**src/rtl/audio_peak_meter_if.sv**
```systemverilog
// Mic-sample in / LED-bar out bundle between the mic sampler, the peak meter
// and the display mux.
interface audio_peak_meter_if #(
  parameter int SAMPLE_W = 12,
  parameter int LEVELS   = 9
);
  logic                sample_en;
  logic [SAMPLE_W-1:0] mic_in;
  logic                hold_mode;
  logic [LEVELS-1:0]   led;
  logic [3:0]          level;
  logic [3:0]          hold_level;
  logic                level_valid;

  modport master (
    output sample_en, mic_in, hold_mode,
    input  led, level, hold_level, level_valid
  );

  modport slave (
    input  sample_en, mic_in, hold_mode,
    output led, level, hold_level, level_valid
  );
endinterface

```
**src/rtl/audio_peak_meter.sv**
```systemverilog
// Windowed peak-volume meter: tracks peak magnitude above the mic baseline over
// WINDOW strobes, quantises it to 0..LEVELS and drives an LED bar with peak-hold.
module audio_peak_meter #(
  parameter int SAMPLE_W     = 12,
  parameter int BASELINE     = 2048,
  parameter int WINDOW       = 4000,
  parameter int LEVELS       = 9,
  parameter int HOLD_WINDOWS = 5
) (
  input  logic              clock,
  input  logic              reset,
  audio_peak_meter_if.slave bus
);

  localparam int CNT_W   = (WINDOW > 2) ? $clog2(WINDOW) : 1;
  localparam int HCNT_W  = (HOLD_WINDOWS > 0) ? $clog2(HOLD_WINDOWS + 1) : 1;
  localparam int FULL    = (1 << SAMPLE_W) - BASELINE;

  localparam logic [SAMPLE_W-1:0] BASE_C    = SAMPLE_W'(BASELINE);
  localparam logic [CNT_W-1:0]    CNT_LAST  = CNT_W'(WINDOW - 1);
  localparam logic [HCNT_W-1:0]   HCNT_INIT = HCNT_W'(HOLD_WINDOWS);

  function automatic int thr(input int k);
    return (k * FULL) / (LEVELS + 1);
  endfunction

  function automatic logic [3:0] quantise(input logic [SAMPLE_W-1:0] p);
    logic [3:0] n;
    n = 4'd0;
    for (int k = 1; k <= LEVELS; k++) begin
      if (int'(p) >= thr(k)) begin
        n = n + 4'd1;
      end else begin
        n = n;
      end
    end
    return n;
  endfunction

  logic [CNT_W-1:0]    cnt_q, cnt_d;
  logic [SAMPLE_W-1:0] pk_q, pk_d;
  logic [HCNT_W-1:0]   hcnt_q, hcnt_d;
  logic [3:0]          level_q, level_d;
  logic [3:0]          hold_level_q, hold_level_d;
  logic [LEVELS-1:0]   led_q, led_d;
  logic                level_valid_q, level_valid_d;

  logic [SAMPLE_W-1:0] mag_s;
  logic [SAMPLE_W-1:0] peak_s;
  logic [3:0]          newlvl_s;

  // Window accumulation, closing-strobe quantisation and peak-hold decay.
  always_comb begin
    cnt_d         = cnt_q;
    pk_d          = pk_q;
    hcnt_d        = hcnt_q;
    level_d       = level_q;
    hold_level_d  = hold_level_q;
    led_d         = led_q;
    level_valid_d = 1'b0;

    // Samples below the baseline clamp to zero rather than wrapping.
    if (bus.mic_in >= BASE_C) begin
      mag_s = bus.mic_in - BASE_C;
    end else begin
      mag_s = '0;
    end

    if (mag_s > pk_q) begin
      peak_s = mag_s;
    end else begin
      peak_s = pk_q;
    end
    newlvl_s = quantise(peak_s);

    if (bus.sample_en) begin
      if (cnt_q == CNT_LAST) begin
        cnt_d         = '0;
        pk_d          = '0;
        level_d       = newlvl_s;
        level_valid_d = 1'b1;

        if (newlvl_s >= hold_level_q) begin
          hold_level_d = newlvl_s;
          hcnt_d       = HCNT_INIT;
        end else if (hcnt_q == '0) begin
          if (hold_level_q != 4'd0) begin
            hold_level_d = hold_level_q - 4'd1;
          end else begin
            hold_level_d = 4'd0;
          end
        end else begin
          hcnt_d = hcnt_q - HCNT_W'(1);
        end

        // Bar from the new level, plus the hold dot drawn from the updated hold level.
        for (int i = 0; i < LEVELS; i++) begin
          led_d[i] = (i < int'(newlvl_s)) ||
                     (bus.hold_mode && (int'(hold_level_d) == i + 1));
        end
      end else begin
        cnt_d = cnt_q + CNT_W'(1);
        pk_d  = peak_s;
      end
    end else begin
      cnt_d = cnt_q;
    end
  end

  // State and output registers; reset discards any partial window.
  always_ff @(posedge clock) begin
    if (reset) begin
      cnt_q         <= '0;
      pk_q          <= '0;
      hcnt_q        <= '0;
      level_q       <= 4'd0;
      hold_level_q  <= 4'd0;
      led_q         <= '0;
      level_valid_q <= 1'b0;
    end else begin
      cnt_q         <= cnt_d;
      pk_q          <= pk_d;
      hcnt_q        <= hcnt_d;
      level_q       <= level_d;
      hold_level_q  <= hold_level_d;
      led_q         <= led_d;
      level_valid_q <= level_valid_d;
    end
  end

  assign bus.led         = led_q;
  assign bus.level       = level_q;
  assign bus.hold_level  = hold_level_q;
  assign bus.level_valid = level_valid_q;

endmodule

```
**src/flat_wrapper.sv**
```systemverilog
// flat-port wrapper written by rule: the top's interface ports become plain ports
module audio_peak_meter_flat 
#(
  parameter int SAMPLE_W     = 12,
  parameter int BASELINE     = 2048,
  parameter int WINDOW       = 4000,
  parameter int LEVELS       = 9,
  parameter int HOLD_WINDOWS = 5
)
  (clock, reset, bus_sample_en, bus_mic_in, bus_hold_mode, bus_led, bus_level, bus_hold_level, bus_level_valid);
  audio_peak_meter_if #(.SAMPLE_W(SAMPLE_W), .LEVELS(LEVELS)) bus_i ();
  input  logic clock;
  input  logic reset;
  input wire logic [$bits(bus_i.sample_en)-1:0] bus_sample_en;
  input wire logic [$bits(bus_i.mic_in)-1:0] bus_mic_in;
  input wire logic [$bits(bus_i.hold_mode)-1:0] bus_hold_mode;
  output wire logic [$bits(bus_i.led)-1:0] bus_led;
  output wire logic [$bits(bus_i.level)-1:0] bus_level;
  output wire logic [$bits(bus_i.hold_level)-1:0] bus_hold_level;
  output wire logic [$bits(bus_i.level_valid)-1:0] bus_level_valid;
  assign bus_i.sample_en = bus_sample_en;
  assign bus_i.mic_in = bus_mic_in;
  assign bus_i.hold_mode = bus_hold_mode;
  assign bus_led = bus_i.led;
  assign bus_level = bus_i.level;
  assign bus_hold_level = bus_i.hold_level;
  assign bus_level_valid = bus_i.level_valid;
  audio_peak_meter #(.SAMPLE_W(SAMPLE_W), .BASELINE(BASELINE), .WINDOW(WINDOW), .LEVELS(LEVELS), .HOLD_WINDOWS(HOLD_WINDOWS)) u_core (.clock(clock), .reset(reset), .bus(bus_i));
endmodule
```
**config.mk**
```make
export PLATFORM = sky130hd
export DESIGN_NAME = audio_peak_meter_flat
export DESIGN_NICKNAME = d
export VERILOG_FILES = /design/src/rtl/audio_peak_meter_if.sv /design/src/rtl/audio_peak_meter.sv /design/src/flat_wrapper.sv
export SDC_FILE = /design/constraint.sdc
export NUM_CORES = 1
export LEC_CHECK = 0
export CORE_MARGIN = 2
export CORE_UTILIZATION = 35
export DETAILED_ROUTE_END_ITERATION = 8
export HOLD_SLACK_MARGIN = 0.08
export PLACE_DENSITY_LB_ADDON = 0.05
export SYNTH_ARGS = -nofsm -noshare
export SYNTH_HDL_FRONTEND = slang
export SYNTH_SLANG_ARGS = --single-unit
```
**constraint.sdc**
```tcl
create_clock -name clock -period 11.3 [get_ports clock]
set_clock_uncertainty 0.1 [all_clocks]
set_input_delay 2.26 -clock clock [delete_from_list [all_inputs] [get_ports clock]]
set_output_delay 2.26 -clock clock [all_outputs]
set_load 0.02 [all_outputs]
```
Word-level counts from Yosys, hierarchy flattened
Cells that the tools add are included.
Widths: inputs -> output; s select.
Word-level totals
  register bits after elaboration: 45
  bits of input ports: 16
  logic and storage cells: 96
Cells by class
  add/subtract/negate cells: 12
  magnitude comparators: 21
  eq/ne operators: 11
  mux-type cells: 21
  bitwise gates (word level): 1
  reductions and logical operators: 23
Operator list (number)
  $ge 12x11->1 const B: 5
  $mux 4: 13
  $mux 12: 4
  $add 4x1->4 const B: 7
  $eq 4x4->1 const B: 6
  $ge 12x10->1 const B: 2
  $lt 3x4->1 const A: 4
  $add 12x1->12 const B: 1
  $eq 12x12->1 const B: 1
  $ge 12x12->1 const B: 1
  $ge 12x8->1 const B: 1
  $ge 12x9->1 const B: 1
  $gt 12x12->1: 1
  $sub 12x12->12 const B: 1
  $logic_and 1x1->1: 9
  $logic_or 1x1->1: 9
  $eq 4x3->1 const B: 2
  $lt 1x4->1 const A: 2
  $lt 2x4->1 const A: 2
  $mux 3: 2
  $eq 4x2->1 const B: 1
  $ge 4x4->1: 1
  $lt 4x4->1 const A: 1
  $reduce_bool 4->1: 1
  other kinds (10): 11

Longest topological paths before layout
Gate-level depths: netlist of the first run.
  depth in word-level cells: 29
  depth in mapped cells: 53
  depth with buffers taken out: 51

Worst setup path before layout of the first run
OpenSTA, ideal clock, no wires.
  path type: in2reg
  start: in bus_mic_in[11]
  end: reg u_core.led_q[2] (netlist: u_core.bus.led[2])
  library setup time: 73 ps
  arrival time: 11125 ps
  data required time: 11127 ps
  slack: 1 ps
  cell stages on the path: 48
  cell sequence: buf_2 clkbuf_1 and2_1 ha_1 nor2b_1 o211ai_1 a211o_1 a31oi_2 clkbuf_1 a21oi_1 nor3_1 inv_1 ha_1 nand3_1 o211ai_1 or3_1 ha_1 inv_1 (+12 left out) nand2_1 o31ai_1 ha_1 inv_1 a221oi_1 a41oi_1 o31ai_1 ha_1 mux2_2 ha_1 a21o_1 a21o_1 a21oi_1 mux2_2 nor2_1 nand2_1 a211o_2 a31oi_4
Between the ends
  word-level cells in the longest chain between the ends: 29
  elaborated cells on any way between the ends: 39
Ends and longest elaborated chain
  from (decl): line flat_wrapper.sv:15  | input wire logic [$bits(bus_i.mic_in)-1:0] bus_mic_in;
  $sub 12x12->12 / $ge 12x12->1 (equally long branches): line audio_peak_meter.sv:64, audio_peak_meter.sv:63
  $mux 12 (*): line audio_peak_meter.sv:63  | if (bus.mic_in >= BASE_C) begin
  $gt 12x12->1: line audio_peak_meter.sv:69  | if (mag_s > pk_q) begin
  $mux 12 (*): line audio_peak_meter.sv:69
  $ge 12x8->1: line audio_peak_meter.sv:31  | if (int'(p) >= thr(k)) begin
  $mux 1: line audio_peak_meter.sv:31
  $add 1x1->2: line audio_peak_meter.sv:32  | n = n + 4'd1;
  $mux 4: line audio_peak_meter.sv:31
  (+14 left out)
  named net u_core.newlvl_s[1]: line audio_peak_meter.sv:50  | logic [3:0] newlvl_s;
  $ge 4x4->1: line audio_peak_meter.sv:83  | if (newlvl_s >= hold_level_q) begin
  $mux 4: line audio_peak_meter.sv:83
  $mux 4: line audio_peak_meter.sv:77  | if (cnt_q == CNT_LAST) begin
  $mux 4: line audio_peak_meter.sv:76  | if (bus.sample_en) begin
  $eq 4x3->1: line audio_peak_meter.sv:99  | (bus.hold_mode && (int'(hold_level_d) == i + 1));
  $logic_and 1x1->1: line audio_peak_meter.sv:99
  $logic_or 1x1->1 (*): line audio_peak_meter.sv:98  | led_d[i] = (i < int'(newlvl_s)) ||
  to (signal assigned): line audio_peak_meter.sv:126  | led_q <= led_d;
  to (decl): line audio_peak_meter.sv:45  | logic [LEVELS-1:0] led_q, led_d;
The timed path passes the listed nets; every way through them passes the cells marked *. The select of a mux whose other input is x is not followed.
A chain may end at the register's enable or synchronous reset.

Worst setup path after layout of the first run
  start: in bus_mic_in[9]
  end: reg u_core.led_q[2] (netlist: u_core.bus.led[2])
Same word-level chain as after synthesis.

==> results.md, run 1 <==
* Synth area leaders: dfxtp_1 23%, ha_1 8.7%, nor2_1 6.4%
* Synth cell count leaders: 66 x nor2_1, 45 x dfxtp_1, 39 x nand2_1
* Flops & latches, synth at 45
* Reg clk slew, reported paths at 80 ps
* GRT Max-Usage Layer: met2
* Critical Path RT at 11,430 ps
* Top_reg_cell synth: dfxtp_1
* DRC at 0
* VDD IR max at 0.0693 mV
* Input/output buffers at 33
* Fmax at 92.5 MHz
* RePlAce Congestion at 0.859
* Root buffer cell: clkbuf_8
* Worst-Margin Slew at 1190 ps
* Seq/Total Area, Yosys at 0.233
* Seq pwr share at 0.239
* Worst skew pair latency at 300 ps
* Most frequent cell after synthesis: nor2_1
* DRT Pass-1 Iters at 5
* Vias in the first global route at 3,424
* Final Non-Filler Cells at 691
* Antenna diodes at 0
* Synth top area share at 0.233
* Clock power frac at 0.183
* M3 GR Usage at 0.0143
* First-pass GRT wire length at 16.9 mm
* Chip Width at 109 um
* CP peak stage delay at 450 ps
* NumNets Final at 593
* Initial drt markers at 250
* Worst Hold Class: register to register
* DIE HEIGHT at 109 um
* Tmin final at 10,820 ps
* Cts hold-fix bufs at 0
* Core area at 10,800 um^2
* Via count at 3,692
* WL/cell at 15.1 um
* Total net switching power at 271 uW
* Final Hold Fails at 0
* P&R area growth vs syn at 28.8%
* Power Density at 137 nW/um^2
* Status: completed
* Hpwl dp at 8.12 mm
* Slew Limit Fails at 0
* Final WL at 10.4 mm
* Number of flops mapped to enable cells by yosys at 0
* Initial antenna violation count at 0
* Setup-failing EPs final at 0
* Initial core utilization at 0.357
* Longest Clk Path Bufs at 2
* CTS tree: done
* Ys async rst share at 0
* CTS Buf Count at 5
* Avg Inst Size Synth at 8.07 um^2
* CP max stage cell: clkdlybuf4s50_1
* Syn Std Cell Area at 3870 um^2
* Via density at 5.34
* Remaining Overflow, GRT at 0
* Flop2flop setup slack at 2380 ps
* Net Sw Frac at 0.396
* Largest net degree at the start of global routing at 36
* Clock Sinks at 45
* Share of cells above drive strength 1 at 0.227
* Met2 Usage GRT at 0.291
* I/O pins at 34
* Row count at 38
* Syn Nets at 523
* CP endpoint kind: register
* Number of distinct library cells after synthesis at 83
* Placed cell count at 672
* Routed Antenna Nets at 0
* Mapped Cells at 480
* H-tree Lvls at 2
* Slew margin rel. at 0.195
* Leakage power at 0.00192 uW
* All-Layer GR Usage at 0.175
* Final Total Pwr at 685 uW
* Synth warn at 0
* Cell taking the most area after synthesis: dfxtp_1
* Crit path top cell by count: ha_1
* Crit Path Max Fanout at 5
* Worst path arrival time at 10,950 ps
* Combinational share of power at 0.579
* Die area at 11,900 um^2
* Met1 usage at 0.247
* CP Launch Type: input pin
* Internal power at 414 uW
* Final period util at 0.957
* CP Class: input pin to register
* Maxcap violations at 0
-- layer usage --
layer,vias up,part of all wire,wire length (um)
li1,1883,-,-
met1,1747,0.50,5220
met2,58,0.47,4930
met3,4,0.020,214
met4,0,0.0087,91
met5,-,0,0
-- final timing paths --
path                            cells after the start                 from                  end
worst min-delay path                                2  u_core.bus.level[1]  u_core.bus.level[1]
worst max register to register                     47       u_core.pk_q[1]    u_core.bus.led[2]
worst min register to register                      2  u_core.bus.level[1]  u_core.bus.level[1]
worst max-delay path                               46        bus_mic_in[9]    u_core.bus.led[2]
-- kinds of logic (layout without fill, tap and decap cells) --
| family | count (synthesis) | in the layout | share of synthesized area |
|---|---|---|---|
| AOI/OAI and AO/OA | 118 | 118 | 0.238 |
| other | 1 | 1 | 0.000968 |
| muxes | 18 | 18 | 0.0543 |
| DFF | 45 | 45 | 0.233 |
| adders and majority gates | 27 | 27 | 0.0872 |
| buffers and inverters | 49 | 120 | 0.0520 |
| and+or+nand+nor | 198 | 198 | 0.264 |
| xor gates and xnor gates | 24 | 24 | 0.0704 |
-- final cells by class --
type                            count  area, um^2
Tap cell                          140         175
Timing Repair Buffer               80         719
Inverter                           32         120
Clock buffer                        6        72.6
Multi-Input combinational cell    386        2960
Fill cell                        1091        5850
Clock inverter                      2        38.8
Sequential cell                    45         901
-- timing repair --
item | 4_1_cts | 5_1_grt
resized for setup | 1 | 44
buffers inserted | 0 | 11
endpoints found under the hold margin | 0 | 0
pin swaps | 0 | 17
setup endpoints to repair | 1 | 16
-- state kept, by name (all words and copies together), names as in the netlist --
name and count:
u_core.hcnt_q 3, u_core.cnt_q 12, u_core.bus.level 4, u_core.bus.hold_level 4
u_core.bus.led 9, u_core.pk_q 12, u_core.bus.level_valid 1
-- per-stage QoR --
step	area [um^2]	worst slack, ps	utilization	hold slack (ps)	TNS, ps
finish	4990	484	0.460	358	0
global route	4990	-111	0.460	395	-729
CTS	4700	51.7	0.434	360	0
detailed placement	4580	-298	0.422	348	-2080
global placement	4580	-65.9	0.422	345	-175
floorplan	3870	1.39	-	358	0
-- cell usage in the layout (no fill, tap or decap), drive strengths merged, types with 3 or more instances in the layout --
master          n
a211o           7
a211oi         10
a21o            3
a21oi          24
a22oi           6
a311oi          3
a31oi           8
a32oi           6
and2           16
and3            5
buf            47
clkbuf          6
clkdlybuf4s50  28
dfxtp          45
dlymetal6s2s    5
ha             27
inv            32
mux2            5
mux2i          13
nand2          39
nand2b          6
nand3          20
nand4           7
nor2           67
nor2b           3
nor3           14
nor4            5
o211ai          7
o21ai          12
o311a           3
o311ai          5
o31ai           6
or2             5
or3             5
xnor2          13
xor2           10
-- critical path, delay by kind of cell --
family	cells	cell delay, ps
simple gates	10	1300
xor+xnor	2	420
mux	2	560
buf+inv	7	990
compound gates	16	2930
fa+ha+maj	9	2500
-- power by group through the flow --
stage	logic [uW]	registers [uW]	clock network [uW]
3_3_place_gp	317	167	0
4_1_cts	325	164	129
3_5_place_dp	319	167	0
2_1_floorplan	224	166	0
5_1_grt	434	164	135
6_report	397	164	125
Power figures use the tool's default switching activity.
==> run 2, diff against run 1 <==
--- a/config.mk
+++ b/config.mk
@@ -8,7 +8,7 @@
 export CORE_MARGIN = 2
 export CORE_UTILIZATION = 35
 export DETAILED_ROUTE_END_ITERATION = 8
-export HOLD_SLACK_MARGIN = 0.08
+export HOLD_SLACK_MARGIN = 0.1
 export PLACE_DENSITY_LB_ADDON = 0.05
 export SYNTH_ARGS = -nofsm -noshare
 export SYNTH_HDL_FRONTEND = slang
==> results of run 2 <==
The final DEF is identical to that of run 1; final timing and power are the same.
